--- src/rtl/kianv_io_fabric.sv ---
// kianv_io_fabric: registered-decode CPU-to-slave IO interconnect with timeout faults and a guard cycle
module kianv_io_fabric #(
  parameter int                       NUM_SLAVES     = 8,
  parameter logic [NUM_SLAVES*32-1:0] SLAVE_BASE     = {NUM_SLAVES{32'h0}},
  parameter logic [NUM_SLAVES*32-1:0] SLAVE_MASK     = {NUM_SLAVES{32'hFFFF_FFFC}},
  parameter int                       TIMEOUT_CYCLES = 255,
  parameter logic [31:0]              ERR_RDATA      = 32'h0
) (
  input  logic                     clk,
  input  logic                     rst,
  input  logic                     cpu_valid,
  input  logic [31:0]              cpu_addr,
  input  logic [31:0]              cpu_wdata,
  input  logic [3:0]               cpu_wstrb,
  output logic                     cpu_ready,
  output logic [31:0]              cpu_rdata,
  output logic                     cpu_fault,
  output logic [NUM_SLAVES-1:0]    s_valid,
  output logic [31:0]              s_addr,
  output logic [31:0]              s_wdata,
  output logic [3:0]               s_wstrb,
  input  logic [NUM_SLAVES*32-1:0] s_rdata,
  input  logic [NUM_SLAVES-1:0]    s_ready,
  output logic [15:0]              fault_count,
  output logic [31:0]              last_fault_addr
);
  localparam int IW = NUM_SLAVES > 1 ? $clog2(NUM_SLAVES) : 1;
  typedef enum logic [1:0] {IDLE, WAIT, RESP, GAP} state_t;
  state_t state, state_nx;
  logic [IW-1:0] idx, dec_idx;
  logic dec_hit, sel_ready, expire, accept, to_fault, fault_q;
  logic [15:0] cnt;
  logic [31:0] rdata_q;
  always_comb begin
    dec_hit = 1'b0;
    dec_idx = '0;
    for (int i = NUM_SLAVES - 1; i >= 0; i--)
      if ((cpu_addr & SLAVE_MASK[32*i+:32]) == SLAVE_BASE[32*i+:32]) begin
        dec_hit = 1'b1;
        dec_idx = IW'(i);
      end
  end
  assign sel_ready = s_ready[idx];
  assign expire    = cnt == 16'(TIMEOUT_CYCLES - 1);
  assign accept    = state == IDLE && cpu_valid;
  // a ready in the expiry cycle takes precedence over the timeout
  assign to_fault  = (accept && !dec_hit) || (state == WAIT && !sel_ready && expire);
  always_ff @(posedge clk)
    if (rst) state <= IDLE;
    else     state <= state_nx;
  always_comb begin
    state_nx = state;
    unique case (state)
      IDLE:    if (cpu_valid) state_nx = dec_hit ? WAIT : RESP;
      WAIT:    if (sel_ready || expire) state_nx = RESP;
      RESP:    state_nx = GAP;
      default: state_nx = IDLE;
    endcase
  end
  always_comb begin
    s_valid   = state == WAIT ? NUM_SLAVES'(1) << idx : '0;
    cpu_ready = state == RESP;
    cpu_fault = cpu_ready && fault_q;
    cpu_rdata = !cpu_ready ? 32'h0 : fault_q ? ERR_RDATA : rdata_q;
  end
  always_ff @(posedge clk)
    if (rst) begin
      s_addr          <= '0;
      s_wdata         <= '0;
      s_wstrb         <= '0;
      idx             <= '0;
      cnt             <= '0;
      fault_q         <= 1'b0;
      rdata_q         <= '0;
      fault_count     <= '0;
      last_fault_addr <= '0;
    end else begin
      if (accept) begin
        s_addr  <= cpu_addr;
        s_wdata <= cpu_wdata;
        s_wstrb <= cpu_wstrb;
        idx     <= dec_idx;
        cnt     <= '0;
        fault_q <= !dec_hit;
      end
      if (state == WAIT) begin
        cnt     <= cnt + 16'd1;
        fault_q <= !sel_ready && expire;
        if (sel_ready) rdata_q <= s_rdata[32*idx+:32];
      end
      if (to_fault) begin
        fault_count     <= fault_count + 16'(fault_count != 16'hFFFF);
        last_fault_addr <= accept ? cpu_addr : s_addr;
      end
    end
endmodule

--- config.mk ---
export PLATFORM = sky130hd
export DESIGN_NAME = kianv_io_fabric
export DESIGN_NICKNAME = d
export VERILOG_FILES = /design/src/rtl/kianv_io_fabric.sv
export SDC_FILE = /design/constraint.sdc
export NUM_CORES = 1
export LEC_CHECK = 0
export CAP_MARGIN = 20
export CORE_AREA = 5 5 189 191
export CTS_BUF_LIST = sky130_fd_sc_hd__clkbuf_4 sky130_fd_sc_hd__clkbuf_8
export CTS_CLUSTER_DIAMETER = 150
export DETAILED_ROUTE_END_ITERATION = 12
export DIE_AREA = 0 0 194 196
export GPL_TIMING_DRIVEN = 0
export MAX_ROUTING_LAYER = met4
export PLACE_DENSITY_LB_ADDON = 0.2
export SLEW_MARGIN = 20
export SYNTH_ARGS = -nofsm -noshare
export SYNTH_HDL_FRONTEND = slang
export SYNTH_SLANG_ARGS = --single-unit
--- constraint.sdc ---
create_clock -name clk -period 5.54 [get_ports clk]
set_clock_uncertainty 0.1 [all_clocks]
set_input_delay 1.108 -clock clk [delete_from_list [all_inputs] [get_ports clk]]
set_output_delay 1.108 -clock clk [all_outputs]
set_load 0.03 [all_outputs]
# Word-level counts from Yosys, hierarchy flattened
# Index checks and enable logic that the tools add are counted.
# totals
ff_bits	167
in_bits	335
word_cells	45
# classes
add_sub_neg	2
eq_ne	6
mux	13
reduce_logical	15
# op_table
cell	count
$mux W32	3
$logic_not A32 Y1	1
$mux W16	2
$add A16 B1 Y16	1
$add A16 B1 Y16 const B	1
$eq A16 B8 Y1 const B	1
$ne A16 B16 Y1 const B	1
$logic_and A1 B1 Y1	6
$mux W2	3
$pmux W2 S3	1
$mux W1	4
$reduce_and A2 Y1	2
$eq A2 B1 Y1 const B	1
$eq A2 B2 Y1 const B	1
$logic_not A1 Y1	2
$logic_not A2 Y1	1
$logic_or A1 B1 Y1	2
$ne A2 B1 Y1 const B	1
$ne A2 B2 Y1 const B	1
$reduce_bool A2 Y1	1

# Depth between registers and ports, before layout
# Gate-level depths: netlist of run 1.
# depth
word_depth	5
ltp_mapped	12
ltp_nobuf	10

# Worst setup path after synthesis of run 1
# Ideal clock, no wire load.
# synth_path
path_kind	register to output
startpoint	reg state[0]
endpoint	out cpu_rdata[10]
arrival_ns	1.559
t_required_ns	4.332
slack_ns	2.773
path_stages_with_launch	6
cell_sequence	dfxtp_1 inv_1 ha_1 nor2b_1 clkbuf_1 and2_1
# synth_via
elab_chain_len	2
# synth_lines
element	line_no	source
from (decl)	29	state_t state, state_nx;
from (signal assigned)	50	else state <= state_nx;
$eq A2 B2 Y1	62	cpu_ready = state == RESP;
net cpu_ready	15	output logic cpu_ready,
$mux W32	64	cpu_rdata = !cpu_ready ? 32'h0 : fault_q ? ERR_RDATA : rdata_q;
to (decl)	16	output logic [31:0] cpu_rdata,
# The timed path passes the listed nets, and every way through them passes these cells.

# Final worst setup path of run 1
# layout_path
startpoint	reg state[0]
endpoint	out cpu_rdata[18]
# layout_via
elab_chain_len	2
# layout_lines
element	line_no
$eq A2 B2 Y1	62
$mux W32	64
# No other way between the ends.

==> results of run 1 <==
-- worst reg2reg max path, stage by stage (launching register included) --
cell      delay, ps
dfxtp_1         360
inv_1           140
ha_1            240
and2_1          140
clkbuf_1        440
buf_2           360
clkbuf_1        470
buf_1           410
nand2_1         130
a21oi_1         130
-- worst min-delay path by stage --
| stage | from | end | slack, ps |
|---|---|---|---|
| 6_report | rdata_q[4]$_SDFFE_PP0P_ | rdata_q[4]$_SDFFE_PP0P_ | 350 |
| 5_1_grt | rdata_q[3]$_SDFFE_PP0P_ | rdata_q[3]$_SDFFE_PP0P_ | 370 |
| 4_1_cts | rdata_q[29]$_SDFFE_PP0P_ | rdata_q[29]$_SDFFE_PP0P_ | 360 |
| 3_5_place_dp | rdata_q[29]$_SDFFE_PP0P_ | rdata_q[29]$_SDFFE_PP0P_ | 340 |
| 3_3_place_gp | rdata_q[18]$_SDFFE_PP0P_ | rdata_q[18]$_SDFFE_PP0P_ | 340 |
| 2_1_floorplan | rdata_q[0]$_SDFFE_PP0P_ | rdata_q[0]$_SDFFE_PP0P_ | 330 |
-- flip-flops by register name (all words and copies together), names as in the netlist --
register and flops:
state 2, rdata_q 32, last_fault_addr 32, cnt 16, s_wstrb 4, s_wdata 32
fault_q 1, fault_count 16, s_addr 32
-- cell usage in the layout (no fill, tap or decap), types with 3 or more instances in the layout --
| cell | n |
|---|---|
| nand3b_1 | 3 |
| inv_1 | 5 |
| clkdlybuf4s50_1 | 253 |
| ha_1 | 9 |
| nand2_1 | 219 |
| a31oi_1 | 3 |
| buf_2 | 3 |
| and4_1 | 3 |
| buf_1 | 9 |
| nor4_1 | 8 |
| buf_4 | 7 |
| nand4_1 | 14 |
| nor2b_1 | 48 |
| dfxtp_1 | 167 |
| and2_1 | 36 |
| mux2_4 | 30 |
| and3_1 | 4 |
| or4_1 | 4 |
| buf_6 | 5 |
| nor3_1 | 7 |
| o21ai_0 | 10 |
| clkbuf_1 | 41 |
| mux2_2 | 20 |
| a21oi_1 | 119 |
| inv_6 | 8 |
| o32ai_1 | 3 |
| o22ai_1 | 5 |
| clkbuf_8 | 17 |
| conb_1 | 7 |
| nor2_1 | 35 |
| nand3_1 | 19 |
-- through the flow --
step	total power [W]	setup slack, ps
6_report	0.003712	1588
5_1_grt	0.003941	1339
4_1_cts	0.003786	1442
3_5_place_dp	0.002838	1572
3_3_place_gp	0.002839	1612
2_1_floorplan	0.002268	2773
-- cells by family after synthesis --
group | count (synthesis)
buffers and inverters | 70
and+or+nand+nor | 408
DFF | 167
adders and majority gates | 9
other | 1
muxes | 50
AOI/OAI and AO/OA | 151
-- where the power goes --
part           internal (W)  switching [W]  leakage (nW)
combinational      0.000533       0.000820          2.27
clock              0.000412       0.000509         0.203
sequential          0.00135      0.0000829          1.36
total               0.00230        0.00141          3.83
-- per-layer routing --
metal	wire length [µm]	global-route usage, %	vias up	share of wire, %
met5	0	-	-	0
met4	520	4.219	0	2.1
met3	673	2.284	19	2.7
met2	13110	22.93	121	52
met1	10710	15.56	3113	43
li1	-	-	3408	-
-- area by class of cell --
| class | instances | area, µm² |
|---|---|---|
| plain buffers | 65 | 311.5 |
| repair buffers | 253 | 2532 |
| flip-flops and latches | 167 | 3343 |
| fillers | 3609 | 23230 |
| multi-input cells | 625 | 3543 |
| clock buffers | 17 | 234.0 |
| clock inverters | 15 | 165.2 |
| well taps | 455 | 569.3 |
| inverters | 5 | 18.77 |
==> impl_metrics.csv, run 1 <==
group,metric,value,unit
synth,async_flop_share,0,%
final_layout,stdcell_count,1602,
grt,antenna_found_initial,0,
synth,synthXorXnorAreaFrac,0,%
min_path,hold_class,"reg2reg",
critical_path,rr_endpoint,"s_wdata[16]$_SDFFE_PP0P_",
final_layout,syn_to_final_growth,48.97,%
clock_tree,cts_sinks,167,
die,die-area,38020,µm²
synth,synth_flop_cell,"dfxtp_1",
final_layout,final_nets,1478,
synth,yosys-top-cells-area,"dfxtp_1 (46%), nand2_1 (11%), a21oi_1 (8.3%), mux2_4 (6.3%), nor2b_1 (4.2%)",
critical_path,crit_end,"cpu_rdata[18]",
timing,fmax,0.2531,GHz
critical_path,max_stage_delay,700,ps
critical_path,arrival,2740,ps
synth,synth_top_family_by_area,"simple AND/OR/NAND/NOR gates",
route,drtIter0Drc,245,
placed_design,portBuffers,253,
flow_run,drv_cap,0,
placed_design,dp_hpwl,19.05,mm
synth,yosysWarnings,0,
route,drc_errors,0,
synth,synth.cell_area,7194,µm²
critical_path,critical_path_class,"reg2out",
placed_design,post_dp_cell_area,10320,µm²
route,ant_nets,0,
clock_tree,holdBufCountCts,0,
synth,avgSynthCellArea,8.405,µm²
final_layout,fin_util,31.57,%
final_layout,antenna_cells,0,
critical_path,crit_start,"state[0]$_SDFFE_PP0P_",
die,die_h,196,µm
synth,ys_top_cells_by_count,"nand2_1 (219), dfxtp_1 (167), a21oi_1 (119), nor2b_1 (48), clkbuf_1 (41)",
power_and_ir_drop,leakage,3.829,nW
timing,period_needed,3952,ps
grt,grt_pass1_vias,6649,
clock_tree,cts_buffers,17,
critical_path,worstPathRequired,4330,ps
final_layout,design_area,10720,µm²
timing,slew_headroom,47.32,%
critical_path,crit_family,"buffers and inverters",
clock_tree,clk_pin_slew_worst_paths,90,ps
route,drt-total-wl,25.01,mm
critical_path,reg2reg_setup_slack,2580,ps
power_and_ir_drop,peakVddDrop,0.1468,mV
clock_tree,tritoncts,"yes",
critical_path,reg2reg_from,"state[1]$_SDFFE_PP0P_",
status,status,"completed",
die,initial_utilization,21.19,%
min_path,hold_path_depth,2,
route,post_drt_wl_per_cell,15.61,µm
synth,yosysMostFrequentCell,"nand2_1",
grt,grt-ovfl-total,0,
synth,synthDistinctLibCells,42,
synth,synth_enable_flop_cells,0,
critical_path,startpoint_type,"flip-flop",
route,vias_per_cell,4.158,
timing,setup-tns-final,0,ps
timing,layout_worst_path_cycle_share,71.33,%
critical_path,worstSetupEndpointType,"output port",
critical_path,crit_cells,6,
route,drtPass1Iterations,4,
synth,netlist.area_leader.share,46.47,%
timing,hold_viol,0,
synth,ys_ff_latch,167,
placed_design,place.gp.congestion,0.8226,
grt,grt_usage,13.18,%
critical_path,crit_chain,"inv_1 > ha_1 > nor2b_1 > clkbuf_1 > and2_1 > clkdlybuf4s50_1",
timing,setup_viol,0,
die,core,33950,µm²
synth,syn_inst,856,
synth,synthMuxAreaShare,9.391,%
timing,slew_viol_final,0,
timing,rsz0062_at_grt,"no",
grt,grt_max_degree,17,
critical_path,cp_max_fo,10,
synth,ys_seq_area_share,46.47,%
timing,worst_pin_slew,783.0,ps
critical_path,critical_path_buf_inv_count,3,
die,rows,68,
critical_path,reg2reg_depth,9,
die,die_width,194,µm
clock_tree,clock_tree.root_cell,"clkbuf_8",
clock_tree,cts_resized,0,
clock_tree,h-tree-depth,4,
synth,synth-compound-area-share,11.32,%
clock_tree,worstSkewPairLatency,460,ps
route,via_count,6661,
final_layout,drive_gt1_share,8.980,%
timing,hold_ws,352.4,ps
die,ios,493,
synth,synth_fa_ha_area_share,1.565,%
placed_design,dp_cells,1570,
clock_tree,cts_setup_buffers,0,
grt,grt_first_pass_wirelength,38.99,mm
synth,synth-simple-area-share,26.61,%
power_and_ir_drop,power_density,346.4,nW/µm²
critical_path,crit_slowest_cell,"clkdlybuf4s50_1",
clock_tree,clockBufferDepth,2,
synth,yosysTopAreaCell,"dfxtp_1",
(Power assumes the default switching activity.)
==> run 2, diff against run 1 <==
--- a/config.mk
+++ b/config.mk
@@ -6,11 +6,11 @@
 export NUM_CORES = 1
 export LEC_CHECK = 0
 export CAP_MARGIN = 20
-export CORE_AREA = 5 5 189 191
+export CORE_AREA = 5 5 188 190
 export CTS_BUF_LIST = sky130_fd_sc_hd__clkbuf_4 sky130_fd_sc_hd__clkbuf_8
 export CTS_CLUSTER_DIAMETER = 150
 export DETAILED_ROUTE_END_ITERATION = 12
-export DIE_AREA = 0 0 194 196
+export DIE_AREA = 0 0 193 195
 export GPL_TIMING_DRIVEN = 0
 export MAX_ROUTING_LAYER = met4
 export PLACE_DENSITY_LB_ADDON = 0.2
==> constraint.sdc (replaced) <==
create_clock -name clk -period 3.44 [get_ports clk]
set_clock_uncertainty 0.1 [all_clocks]
set_input_delay 0.688 -clock clk [delete_from_list [all_inputs] [get_ports clk]]
set_output_delay 0.688 -clock clk [all_outputs]
set_load 0.03 [all_outputs]
==> run 2 against run 1 <==
Net effect:
- count of clock-buffer cells in the layout grew 1
- combinational power rose by 61%
- sequential share of layout area shrank 0.12 points
- worst hold slack hardly changed
- final cell count fell by 0.37%
- largest cell class unchanged
- first-iteration DRC count rose by 33%
- non-clock buffer count unchanged
- via count increased by 0.62%
- critical endpoint is now cpu_rdata[31]
- design area grew 0.37%
- core utilization rose by 0.75 points
==> impl_metrics.csv, run 2 (synthesized netlist as in run 1, its figures left out) <==
group,metric,value,unit
power_and_ir_drop,p_int,0.003581,W
die,die_width,193,µm
timing,slew_viol_final,0,
final_layout,syn_to_final_growth,49.53,%
clock_tree,clock_tree.root_cell,"clkbuf_8",
timing,layout_worst_path_cycle_share,89.76,%
timing,slew_headroom,51.93,%
power_and_ir_drop,leakage,4.383,nW
timing,setup-tns-final,0,ps
critical_path,worstPathRequired,2650,ps
critical_path,reg2reg_from,"state[1]$_SDFFE_PP0P_",
final_layout,stdcell_count,1596,
min_path,hold_path_depth,2,
power_and_ir_drop,p_sw_share,38.92,%
clock_tree,clk_pin_slew_worst_paths,100,ps
power_and_ir_drop,clkPwrFrac,23.2,%
clock_tree,cts_buffers,17,
route,drtIter0Drc,327,
timing,fmax,0.3238,GHz
timing,worst_pin_slew,714.4,ps
placed_design,place.gp.congestion,0.7771,
grt,grt-ovfl-total,0,
die,ios,493,
final_layout,drive_gt1_share,9.329,%
timing,setup_viol,0,
clock_tree,holdBufCountCts,0,
final_layout,final_nets,1478,
placed_design,dp_cells,1563,
final_layout,register_area,3343,µm²
route,ant_nets,0,
grt,grt_max_degree,17,
final_layout,fillCellCount,3588,
clock_tree,clockBufferDepth,2,
clock_tree,h-tree-depth,4,
final_layout,multi_input_area,3546,µm²
final_layout,final_common_cell,"clkdlybuf4s50_1",
critical_path,reg2reg_setup_slack,470,ps
grt,grt_usage,13.24,%
power_and_ir_drop,power_density,545.1,nW/µm²
critical_path,reg2reg_depth,9,
critical_path,critical_path_class,"reg2out",
power_and_ir_drop,peakVddDrop,0.2400,mV
die,initial_utilization,21.62,%
timing,rsz0062_at_grt,"no",
timing,period_needed,3088,ps
min_path,hold_class,"reg2reg",
status,status,"completed",
timing,hold_viol,0,
placed_design,dp_hpwl,18.90,mm
placed_design,portBuffers,253,
route,drt-total-wl,25.17,mm
grt,grt_pass1_vias,6506,
critical_path,worstSetupEndpointType,"output port",
power_and_ir_drop,share_comb_of_total_power,37.3,%
min_path,whs_endpoint,"rdata_q[14]$_SDFFE_PP0P_",
critical_path,startpoint_type,"flip-flop",
route,vias_per_cell,4.199,
die,die-area,37640,µm²
die,die_h,195,µm
flow_run,drv_cap,0,
route,post_drt_wl_per_cell,15.77,µm
route,drc_errors,0,
die,rows,67,
power_and_ir_drop,switching_power,0.002282,W
min_path,hp-start,"rdata_q[14]$_SDFFE_PP0P_",
clock_tree,cts_sinks,167,
grt,grt_first_pass_wirelength,37.89,mm
critical_path,arrival,2300,ps
critical_path,cp_max_fo,5,
route,via_count,6702,
power_and_ir_drop,power_frac_seq,39.5,%
grt,antenna_found_initial,1,
clock_tree,worstSkewPairLatency,470,ps
critical_path,rr_endpoint,"s_wdata[13]$_SDFFE_PP0P_",
die,core,33280,µm²
clock_tree,tritoncts,"yes",
route,drtPass1Iterations,4,
final_layout,layout_common_cells,"clkdlybuf4s50_1 (223), nand2_1 (219), dfxtp_1 (167)",
run 2: changes by cell type in the layout (fill, tap and decap cells not counted), sizes merged:
cell	before	now
bufinv	2	0
dlymetal6s2s	0	30
inv	13	11
clkdlybuf4s50	253	223
clkinv	4	7
diode	0	1
clkbuf	58	59
run 2: area by class of cell:
| cell class | count | share of cell area [%] |
|---|---|---|
| repair buffers | 253 | 24.24 |
| clock inverters | 14 | 1.082 |
| plain buffers | 65 | 2.931 |
| inverters | 5 | 0.1745 |
| clock buffers | 18 | 2.303 |
| multi-input cells | 625 | 32.96 |
| well taps | 448 | 5.211 |
| diodes | 1 | 0.02326 |
| flip-flops and latches | 167 | 31.08 |
run 2: worst max path at each step:
stage                                       from                            to  slack [ps]  cells past startpoint
floorplan           fault_count[10]$_SDFFE_PP0P_  fault_count[12]$_SDFFE_PP0P_         700                     12
global placement                       cpu_valid      s_wdata[13]$_SDFFE_PP0P_         -90                      8
detailed placement                     cpu_valid      s_wdata[13]$_SDFFE_PP0P_        -130                      8
CTS                        state[0]$_SDFFE_PP0P_                 cpu_rdata[14]          20                      6
global route               state[1]$_SDFFE_PP0P_      s_wdata[15]$_SDFFE_PP0P_         130                      9
finish                     state[0]$_SDFFE_PP0P_                 cpu_rdata[31]         350                      5
run 2: timing repair:
action / in CTS / in global routing
gates resized for setup: 4 / 30
endpoints found under the setup margin: 30 / 30
setup buffers: 0 / 0
run 2: power by group through the flow:
stage	clock, W	combinational, W	sequential [W]
after detailed placement	0	0.00222	0.00236
after global placement	0	0.00222	0.00236
after CTS	0.00143	0.00223	0.00232
after floorplan	0	0.000930	0.00272
after global routing	0.00151	0.00236	0.00235
final	0.00136	0.00218	0.00232
run 2: through the flow:
stage / setup slack [ps] / hold slack, ps / util, % / cell area (µm²) / total power [W]
after CTS: 24.89 / 356.7 / 32.09 / 10680 / 0.005983
after global placement: -92.93 / 337.1 / 30.98 / 10310 / 0.004576
after global routing: 126.8 / 378.2 / 32.32 / 10760 / 0.006218
after floorplan: 698.9 / 331.7 / - / 7217 / 0.003652
after detailed placement: -129.0 / 341.8 / 30.98 / 10310 / 0.004577
final: 352.1 / 351.9 / 32.32 / 10760 / 0.005864
run 2: per-layer routing:
layer | vias up | share of wire, % | track usage, %
li1 | 3410 | - | -
met1 | 3140 | 44 | 15.58
met2 | 126 | 51 | 22.57
met3 | 26 | 3.7 | 2.607
met4 | 0 | 2.2 | 4.458
met5 | - | 0 | -
run 2: worst max-delay path: stages (launching register included):
cell and delay [ps]:
dfxtp_1 350, inv_1 110, ha_1 210, nor2b_2 280, and2_1 180, clkdlybuf4s50_1 700
